$ cat src/rtl/sap_datapath_if.sv
// SAP-1 datapath interface: control word, RAM programming port and
// datapath status outputs. The master side (sequencer / loader) drives the
// control word and programming port; the slave side (datapath) returns
// op_code, out_reg, w_bus, pc and bus_conflict.
interface sap_datapath_if #(
    parameter int DATA_W = 8,
    parameter int ADDR_W = 4
);
    // Control word
    logic                       inc;
    logic                       pc_out_en;
    logic                       low_ld_mar;
    logic                       low_mem_out_en;
    logic                       low_ld_ir;
    logic                       low_ir_out_en;
    logic                       low_ld_acc;
    logic                       acc_out_en;
    logic                       sub_add;
    logic                       subadd_out_en;
    logic                       low_ld_b_reg;
    logic                       low_ld_out_reg;
    // Programming port
    logic                       prog_en;
    logic                       prog_we;
    logic [ADDR_W-1:0]          prog_addr;
    logic [DATA_W-1:0]          prog_data;
    // Status back to the sequencer / debug
    logic [DATA_W-ADDR_W-1:0]   op_code;
    logic [DATA_W-1:0]          out_reg;
    logic [DATA_W-1:0]          w_bus;
    logic [ADDR_W-1:0]          pc;
    logic                       bus_conflict;

    modport master (
        output inc, pc_out_en, low_ld_mar, low_mem_out_en, low_ld_ir,
               low_ir_out_en, low_ld_acc, acc_out_en, sub_add, subadd_out_en,
               low_ld_b_reg, low_ld_out_reg,
               prog_en, prog_we, prog_addr, prog_data,
        input  op_code, out_reg, w_bus, pc, bus_conflict
    );

    modport slave (
        input  inc, pc_out_en, low_ld_mar, low_mem_out_en, low_ld_ir,
               low_ir_out_en, low_ld_acc, acc_out_en, sub_add, subadd_out_en,
               low_ld_b_reg, low_ld_out_reg,
               prog_en, prog_we, prog_addr, prog_data,
        output op_code, out_reg, w_bus, pc, bus_conflict
    );
endinterface

$ cat src/rtl/sap_datapath.sv
// SAP-1 datapath: PC, MAR, 16x8 RAM, IR, ACC, B, adder/subtractor and output
// register around a combinational priority-muxed W-bus.
// Optional feature: define SAP_BUS_CHECK_EN to build the sticky bus_conflict
// detector; otherwise bus_conflict is tied to 0.
module sap_datapath #(
    parameter int RAM_DEPTH = 16,
    parameter int DATA_W    = 8
) (
    input  logic            clk,
    input  logic            res,
    sap_datapath_if.slave   dp
);
    localparam int ADDR_W = $clog2(RAM_DEPTH);
    localparam int PAD_W  = DATA_W - ADDR_W;

    logic [ADDR_W-1:0] pc_reg;
    logic [ADDR_W-1:0] mar_reg;
    logic [DATA_W-1:0] ir_reg;
    logic [DATA_W-1:0] acc_reg;
    logic [DATA_W-1:0] b_reg;
    logic [DATA_W-1:0] outr_reg;
    logic [DATA_W-1:0] ram_mem [RAM_DEPTH];

    logic [DATA_W-1:0] bus_next;
    logic [DATA_W-1:0] alu_next;
    logic [DATA_W-1:0] b_operand;
    logic              run_en;

    // Control word only acts outside reset and programming mode
    assign run_en = !res && !dp.prog_en;

    // Two's-complement subtract: invert B and inject the carry-in
    assign b_operand = dp.sub_add ? ~b_reg : b_reg;
    assign alu_next  = acc_reg + b_operand + {{(DATA_W-1){1'b0}}, dp.sub_add};

    // W-bus source select, fixed priority PC > RAM > IR > ACC > ALU
    always_comb begin
        bus_next = '0;
        if (dp.pc_out_en) begin
            bus_next = {{PAD_W{1'b0}}, pc_reg};
        end else if (!dp.low_mem_out_en) begin
            bus_next = ram_mem[mar_reg];
        end else if (!dp.low_ir_out_en) begin
            bus_next = {{PAD_W{1'b0}}, ir_reg[ADDR_W-1:0]};
        end else if (dp.acc_out_en) begin
            bus_next = acc_reg;
        end else if (dp.subadd_out_en) begin
            bus_next = alu_next;
        end
    end

    // Register file: every register samples the pre-edge bus
    always_ff @(posedge clk) begin
        if (res) begin
            pc_reg   <= '0;
            mar_reg  <= '0;
            ir_reg   <= '0;
            acc_reg  <= '0;
            b_reg    <= '0;
            outr_reg <= '0;
        end else if (run_en) begin
            if (dp.inc)             pc_reg   <= pc_reg + 1'b1;
            if (!dp.low_ld_mar)     mar_reg  <= bus_next[ADDR_W-1:0];
            if (!dp.low_ld_ir)      ir_reg   <= bus_next;
            if (!dp.low_ld_acc)     acc_reg  <= bus_next;
            if (!dp.low_ld_b_reg)   b_reg    <= bus_next;
            if (!dp.low_ld_out_reg) outr_reg <= bus_next;
        end
    end

    // Program RAM: written only from the programming port; reset blocks the write
    always_ff @(posedge clk) begin
        if (!res && dp.prog_en && dp.prog_we) begin
            ram_mem[dp.prog_addr] <= dp.prog_data;
        end
    end

`ifdef SAP_BUS_CHECK_EN
    logic [4:0] src_active;
    logic       multi_src;
    logic       bus_conflict_reg;

    assign src_active = {dp.pc_out_en, !dp.low_mem_out_en, !dp.low_ir_out_en,
                         dp.acc_out_en, dp.subadd_out_en};
    // Clearing the lowest set bit leaves something only if two or more are set
    assign multi_src  = |(src_active & (src_active - 5'd1));

    // Sticky conflict flag, cleared only by reset
    always_ff @(posedge clk) begin
        if (res) begin
            bus_conflict_reg <= 1'b0;
        end else if (run_en && multi_src) begin
            bus_conflict_reg <= 1'b1;
        end
    end

    assign dp.bus_conflict = bus_conflict_reg;
`else
    assign dp.bus_conflict = 1'b0;
`endif

    assign dp.op_code = ir_reg[DATA_W-1:ADDR_W];
    assign dp.out_reg = outr_reg;
    assign dp.w_bus   = bus_next;
    assign dp.pc      = pc_reg;
endmodule

$ cat src/flat_wrapper.sv
// flat-port wrapper written by rule: the top's interface ports become plain ports
module sap_datapath_flat 
#(
    parameter int RAM_DEPTH = 16,
    parameter int DATA_W    = 8
)
  (clk, res, dp_inc, dp_pc_out_en, dp_low_ld_mar, dp_low_mem_out_en, dp_low_ld_ir, dp_low_ir_out_en, dp_low_ld_acc, dp_acc_out_en, dp_sub_add, dp_subadd_out_en, dp_low_ld_b_reg, dp_low_ld_out_reg, dp_prog_en, dp_prog_we, dp_prog_addr, dp_prog_data, dp_op_code, dp_out_reg, dp_w_bus, dp_pc, dp_bus_conflict);
  sap_datapath_if #(.DATA_W(DATA_W)) dp_i ();
  input  logic clk;
  input  logic res;
  input wire logic [$bits(dp_i.inc)-1:0] dp_inc;
  input wire logic [$bits(dp_i.pc_out_en)-1:0] dp_pc_out_en;
  input wire logic [$bits(dp_i.low_ld_mar)-1:0] dp_low_ld_mar;
  input wire logic [$bits(dp_i.low_mem_out_en)-1:0] dp_low_mem_out_en;
  input wire logic [$bits(dp_i.low_ld_ir)-1:0] dp_low_ld_ir;
  input wire logic [$bits(dp_i.low_ir_out_en)-1:0] dp_low_ir_out_en;
  input wire logic [$bits(dp_i.low_ld_acc)-1:0] dp_low_ld_acc;
  input wire logic [$bits(dp_i.acc_out_en)-1:0] dp_acc_out_en;
  input wire logic [$bits(dp_i.sub_add)-1:0] dp_sub_add;
  input wire logic [$bits(dp_i.subadd_out_en)-1:0] dp_subadd_out_en;
  input wire logic [$bits(dp_i.low_ld_b_reg)-1:0] dp_low_ld_b_reg;
  input wire logic [$bits(dp_i.low_ld_out_reg)-1:0] dp_low_ld_out_reg;
  input wire logic [$bits(dp_i.prog_en)-1:0] dp_prog_en;
  input wire logic [$bits(dp_i.prog_we)-1:0] dp_prog_we;
  input wire logic [$bits(dp_i.prog_addr)-1:0] dp_prog_addr;
  input wire logic [$bits(dp_i.prog_data)-1:0] dp_prog_data;
  output wire logic [$bits(dp_i.op_code)-1:0] dp_op_code;
  output wire logic [$bits(dp_i.out_reg)-1:0] dp_out_reg;
  output wire logic [$bits(dp_i.w_bus)-1:0] dp_w_bus;
  output wire logic [$bits(dp_i.pc)-1:0] dp_pc;
  output wire logic [$bits(dp_i.bus_conflict)-1:0] dp_bus_conflict;
  assign dp_i.inc = dp_inc;
  assign dp_i.pc_out_en = dp_pc_out_en;
  assign dp_i.low_ld_mar = dp_low_ld_mar;
  assign dp_i.low_mem_out_en = dp_low_mem_out_en;
  assign dp_i.low_ld_ir = dp_low_ld_ir;
  assign dp_i.low_ir_out_en = dp_low_ir_out_en;
  assign dp_i.low_ld_acc = dp_low_ld_acc;
  assign dp_i.acc_out_en = dp_acc_out_en;
  assign dp_i.sub_add = dp_sub_add;
  assign dp_i.subadd_out_en = dp_subadd_out_en;
  assign dp_i.low_ld_b_reg = dp_low_ld_b_reg;
  assign dp_i.low_ld_out_reg = dp_low_ld_out_reg;
  assign dp_i.prog_en = dp_prog_en;
  assign dp_i.prog_we = dp_prog_we;
  assign dp_i.prog_addr = dp_prog_addr;
  assign dp_i.prog_data = dp_prog_data;
  assign dp_op_code = dp_i.op_code;
  assign dp_out_reg = dp_i.out_reg;
  assign dp_w_bus = dp_i.w_bus;
  assign dp_pc = dp_i.pc;
  assign dp_bus_conflict = dp_i.bus_conflict;
  sap_datapath #(.RAM_DEPTH(RAM_DEPTH), .DATA_W(DATA_W)) u_core (.clk(clk), .res(res), .dp(dp_i));
endmodule
$ cat config.mk
export PLATFORM = sky130hd
export DESIGN_NAME = sap_datapath_flat
export DESIGN_NICKNAME = d
export VERILOG_FILES = /design/src/rtl/sap_datapath_if.sv /design/src/rtl/sap_datapath.sv /design/src/flat_wrapper.sv
export SDC_FILE = /design/constraint.sdc
export NUM_CORES = 1
export LEC_CHECK = 0
export CAP_MARGIN = 15
export CORE_UTILIZATION = 35
export DETAILED_ROUTE_END_ITERATION = 10
export GPL_ROUTABILITY_DRIVEN = 0
export SLEW_MARGIN = 10
export SYNTH_ARGS = -nofsm -noshare
export SYNTH_HDL_FRONTEND = slang
export SYNTH_SLANG_ARGS = --single-unit
$ cat constraint.sdc
create_clock -name clk -period 3.75 [get_ports clk]
set_clock_uncertainty 0.1 [all_clocks]
set_input_delay 0.5625 -clock clk [delete_from_list [all_inputs] [get_ports clk]]
set_output_delay 0.5625 -clock clk [all_outputs]
set_load 0.01 [all_outputs]
==> results_dict.tcl <==
set metrics [dict create \
    outcome "completed" \
    grt_pass1_vias 4495 \
    synth_xor_area_share_pct 1.41 \
    synth_edf_count 128 \
    hold_viol 0 \
    cp_max_fo 5 \
    instances_no_fill 868 \
    largest-register "u_core.ram_mem" \
    clk_path_buf_depth 2 \
    design_area_um2 9190 \
    report.final.slew_viol_count 0 \
    cp-start-kind "input pin" \
    worstPathArrival_ns 3.00 \
    p_comb_share_pct 9.3 \
    syn_to_final_growth_pct 23.6 \
    ant_nets 0 \
    relSlewSlack_pct 52.8 \
    setup_viol 0 \
    p_sw_uw 992 \
    wl_mm 17.5 \
    ios 53 \
    tns_ns 0 \
    htreeDepth 4 \
    cts_tree "done" \
    die_y_um 148 \
    swShare_pct 23.3 \
    viasPerCell 5.41 \
    syn-num-nets 529 \
    antenna_found_initial 0 \
    grt_max_degree 47 \
    critPathLaunch "dp_sub_add" \
    clockPowerShare_pct 41.4 \
    place_area_um2 8460 \
    period_needed_ns 3.67 \
    powerDensity_nw_per_um2 462 \
    syn_area_um2 7440 \
    synth_compound_area_share_pct 7.65 \
    worst_r2r_endpoint "u_core.ir_reg[6]" \
    io_buffers 51 \
    grt_util_all_layers_pct 16.5 \
    syn-instance-count 493 \
    internal_power_mw 3.26 \
    numCtsBuffers 17 \
    place_ws_ns -0.408 \
    synthAdderAreaFrac_pct 1.45 \
    worstRegToRegCells 9 \
    first_iter_violations 332 \
    yosys.area_share.simple_pct 9.86 \
    crit_required_ns 3.09 \
    cts_hold_buf 0 \
    largest_reg_flops 128 \
    worst_setup_path_end_kind "primary output" \
    start_util_pct 36.2 \
    fin_nets 622 \
    p_leak_nw 3.20 \
    grt.overflow.total 0 \
    tightest_slew_ns 0.708 \
    ys_warn_count 0 \
    hold_slack_ns 0.376 \
    dr_total_vias 4696 \
    cts_sinks 172 \
    r2r_slack_ns 1.03 \
    wl_per_cell_um 20.2 \
    async_flop_share_pct 0 \
    period_share_pct 97.8 \
    place_inst 829 \
    coreArea_um2 20600 \
    ys_ff_latch 172 \
    first_pass_iters 5 \
    cp-endpoint "dp_w_bus[6]" \
    timing.final.ws_setup_ns 0.0833 \
    hpwl_mm 11.7 \
    synth_mux_area_share_pct 13.0 \
    seq_power_share_pct 49.3 \
    final_util_pct 44.7 \
    row_count 52 \
    timing.fmax_ghz 0.273 \
    syn_area_per_cell_um2 15.1 \
    grt_pass1_wl_mm 26.3 \
    cap_violations 0 \
    synth_top_family_by_area "multiplexers" \
    clk_latency_ns 0.42 \
    hp-class "reg2reg" \
    criticalPathCategory "in2out" \
    dieArea_um2 21800 \
    fillers 1810 \
    fp.dieW_um 148 \
    drc 0 \
    yosysUniqueCellTypes 57 \
    drive_above_1_share_pct 21.6 \
    yosysSeqAreaShare_pct 63.5 \
    path_clk_slew_ns 0.07 \
    timing.rr.start "u_core.b_reg[0]" \
    synthFlopType "edfxtp_1" \
    clockRootBuffer "clkbuf_16" \
    antenna_cells 0 \
    total_power_mw 4.25 \
    peakVddDrop_mv 0.272 \
]
## cell families after synthesis
group | Yosys count
adders and majority gates | 8
xor gates and xnor gates | 12
buffers and inverters | 42
and+or+nand+nor | 133
other | 1
muxes | 48
DFF | 172
AOI/OAI and AO/OA | 77
## power by group through the flow
| stage | clock network [mW] | registers, mW | logic (mW) |
|---|---|---|---|
| after detailed placement | 0 | 2.14 | 0.370 |
| after global routing | 1.87 | 2.10 | 0.423 |
| final | 1.76 | 2.09 | 0.396 |
| after CTS | 1.80 | 2.10 | 0.376 |
| after floorplan | 0 | 2.13 | 0.209 |
| after global placement | 0 | 2.14 | 0.363 |
## synthesized netlist by cell type, types with 4 or more instances
master      n  area share [%]
or3_1       8            0.67
xor2_1     10             1.2
clkbuf_1   14            0.71
nand2_1    15            0.76
mux4_1     12             4.2
nor2_1     37             1.9
buf_4       6            0.61
edfxtp_1  128              52
mux2i_1    12             1.6
nor2b_1     4            0.34
buf_2       4            0.27
dfxtp_1    44              12
o31ai_1    10             1.0
a21o_1      5            0.50
inv_1       9            0.45
o21ai_2     5            0.59
mux4_2     23             7.0
nand2b_1    4            0.34
ha_1        7             1.2
buf_1       4            0.20
o21ai_0    27             1.8
nor3_1      8            0.54
nand3_1    10            0.67
nand3b_1   39             3.9
## routing by layer
metal	track usage [%]	part of all wire, %
met5	0	0
met4	6.49	2.0
met2	25.3	47
met1	22.2	44
met3	4.26	6.6
## placed cells by master, fill, tap and decap left out, drive strengths merged, types with 8 or more instances in the layout
| cell | netlist | layout |
|---|---|---|
| inv | 9 | 15 |
| nor3 | 8 | 8 |
| o31ai | 11 | 11 |
| edfxtp | 128 | 128 |
| dfxtp | 44 | 44 |
| clkbuf | 16 | 18 |
| or3 | 8 | 8 |
| mux4 | 35 | 35 |
| xor2 | 10 | 10 |
| nand3b | 39 | 39 |
| mux2i | 12 | 12 |
| o21ai | 34 | 34 |
| nand3 | 10 | 10 |
| clkdlybuf4s50 | 0 | 45 |
| buf | 17 | 56 |
| nand2 | 15 | 15 |
| nor2 | 37 | 37 |
## cell type report
class                      instances  area [um^2]  area share [%]
clock buffer                      18          429            4.67
inverter                           9         33.8           0.367
multi-input combinational        279         2550            27.7
clock inverter                    13          156            1.70
tap                              270          338            3.67
sequential                       172         4730            51.4
timing repair buffer             107          958            10.4
## worst max-delay path: stages
cell and delay, ns:
dlygate4sd2_1 0.28, mux2_2 0.30, fa_1 0.43, a21o_1 0.24, buf_4 0.15, a221oi_4 0.27, mux2i_1 0.12, o311ai_1 0.27
buf_4 0.18, inv_1 0.04, dlymetal6s2s_1 0.16
## what timing repair did
| action | in CTS | in global routing |
|---|---|---|
| setup buffers | 1 | 7 |
| pin swaps | 1 | 6 |
| setup endpoints to repair | 7 | 7 |
| gates resized for setup | 7 | 14 |
| gates cloned | 0 | 0 |
| endpoints found under the hold margin | 0 | 0 |
## worst min-delay path by stage
stage	endpoint	startpoint	cells past startpoint	slack, ns
finish	flip-flop	u_core.mar_reg[1]	2	0.38
detailed placement	flip-flop	u_core.mar_reg[1]	2	0.37
CTS	flip-flop	u_core.mar_reg[1]	2	0.38
floorplan	flip-flop	u_core.mar_reg[3]	2	0.35
global route	u_core.dp.out_reg[4]	u_core.dp.out_reg[4]	2	0.41
global placement	u_core.ir_reg[0]	u_core.ir_reg[0]	2	0.36
No activity file was read; power rests on OpenSTA's default activity.
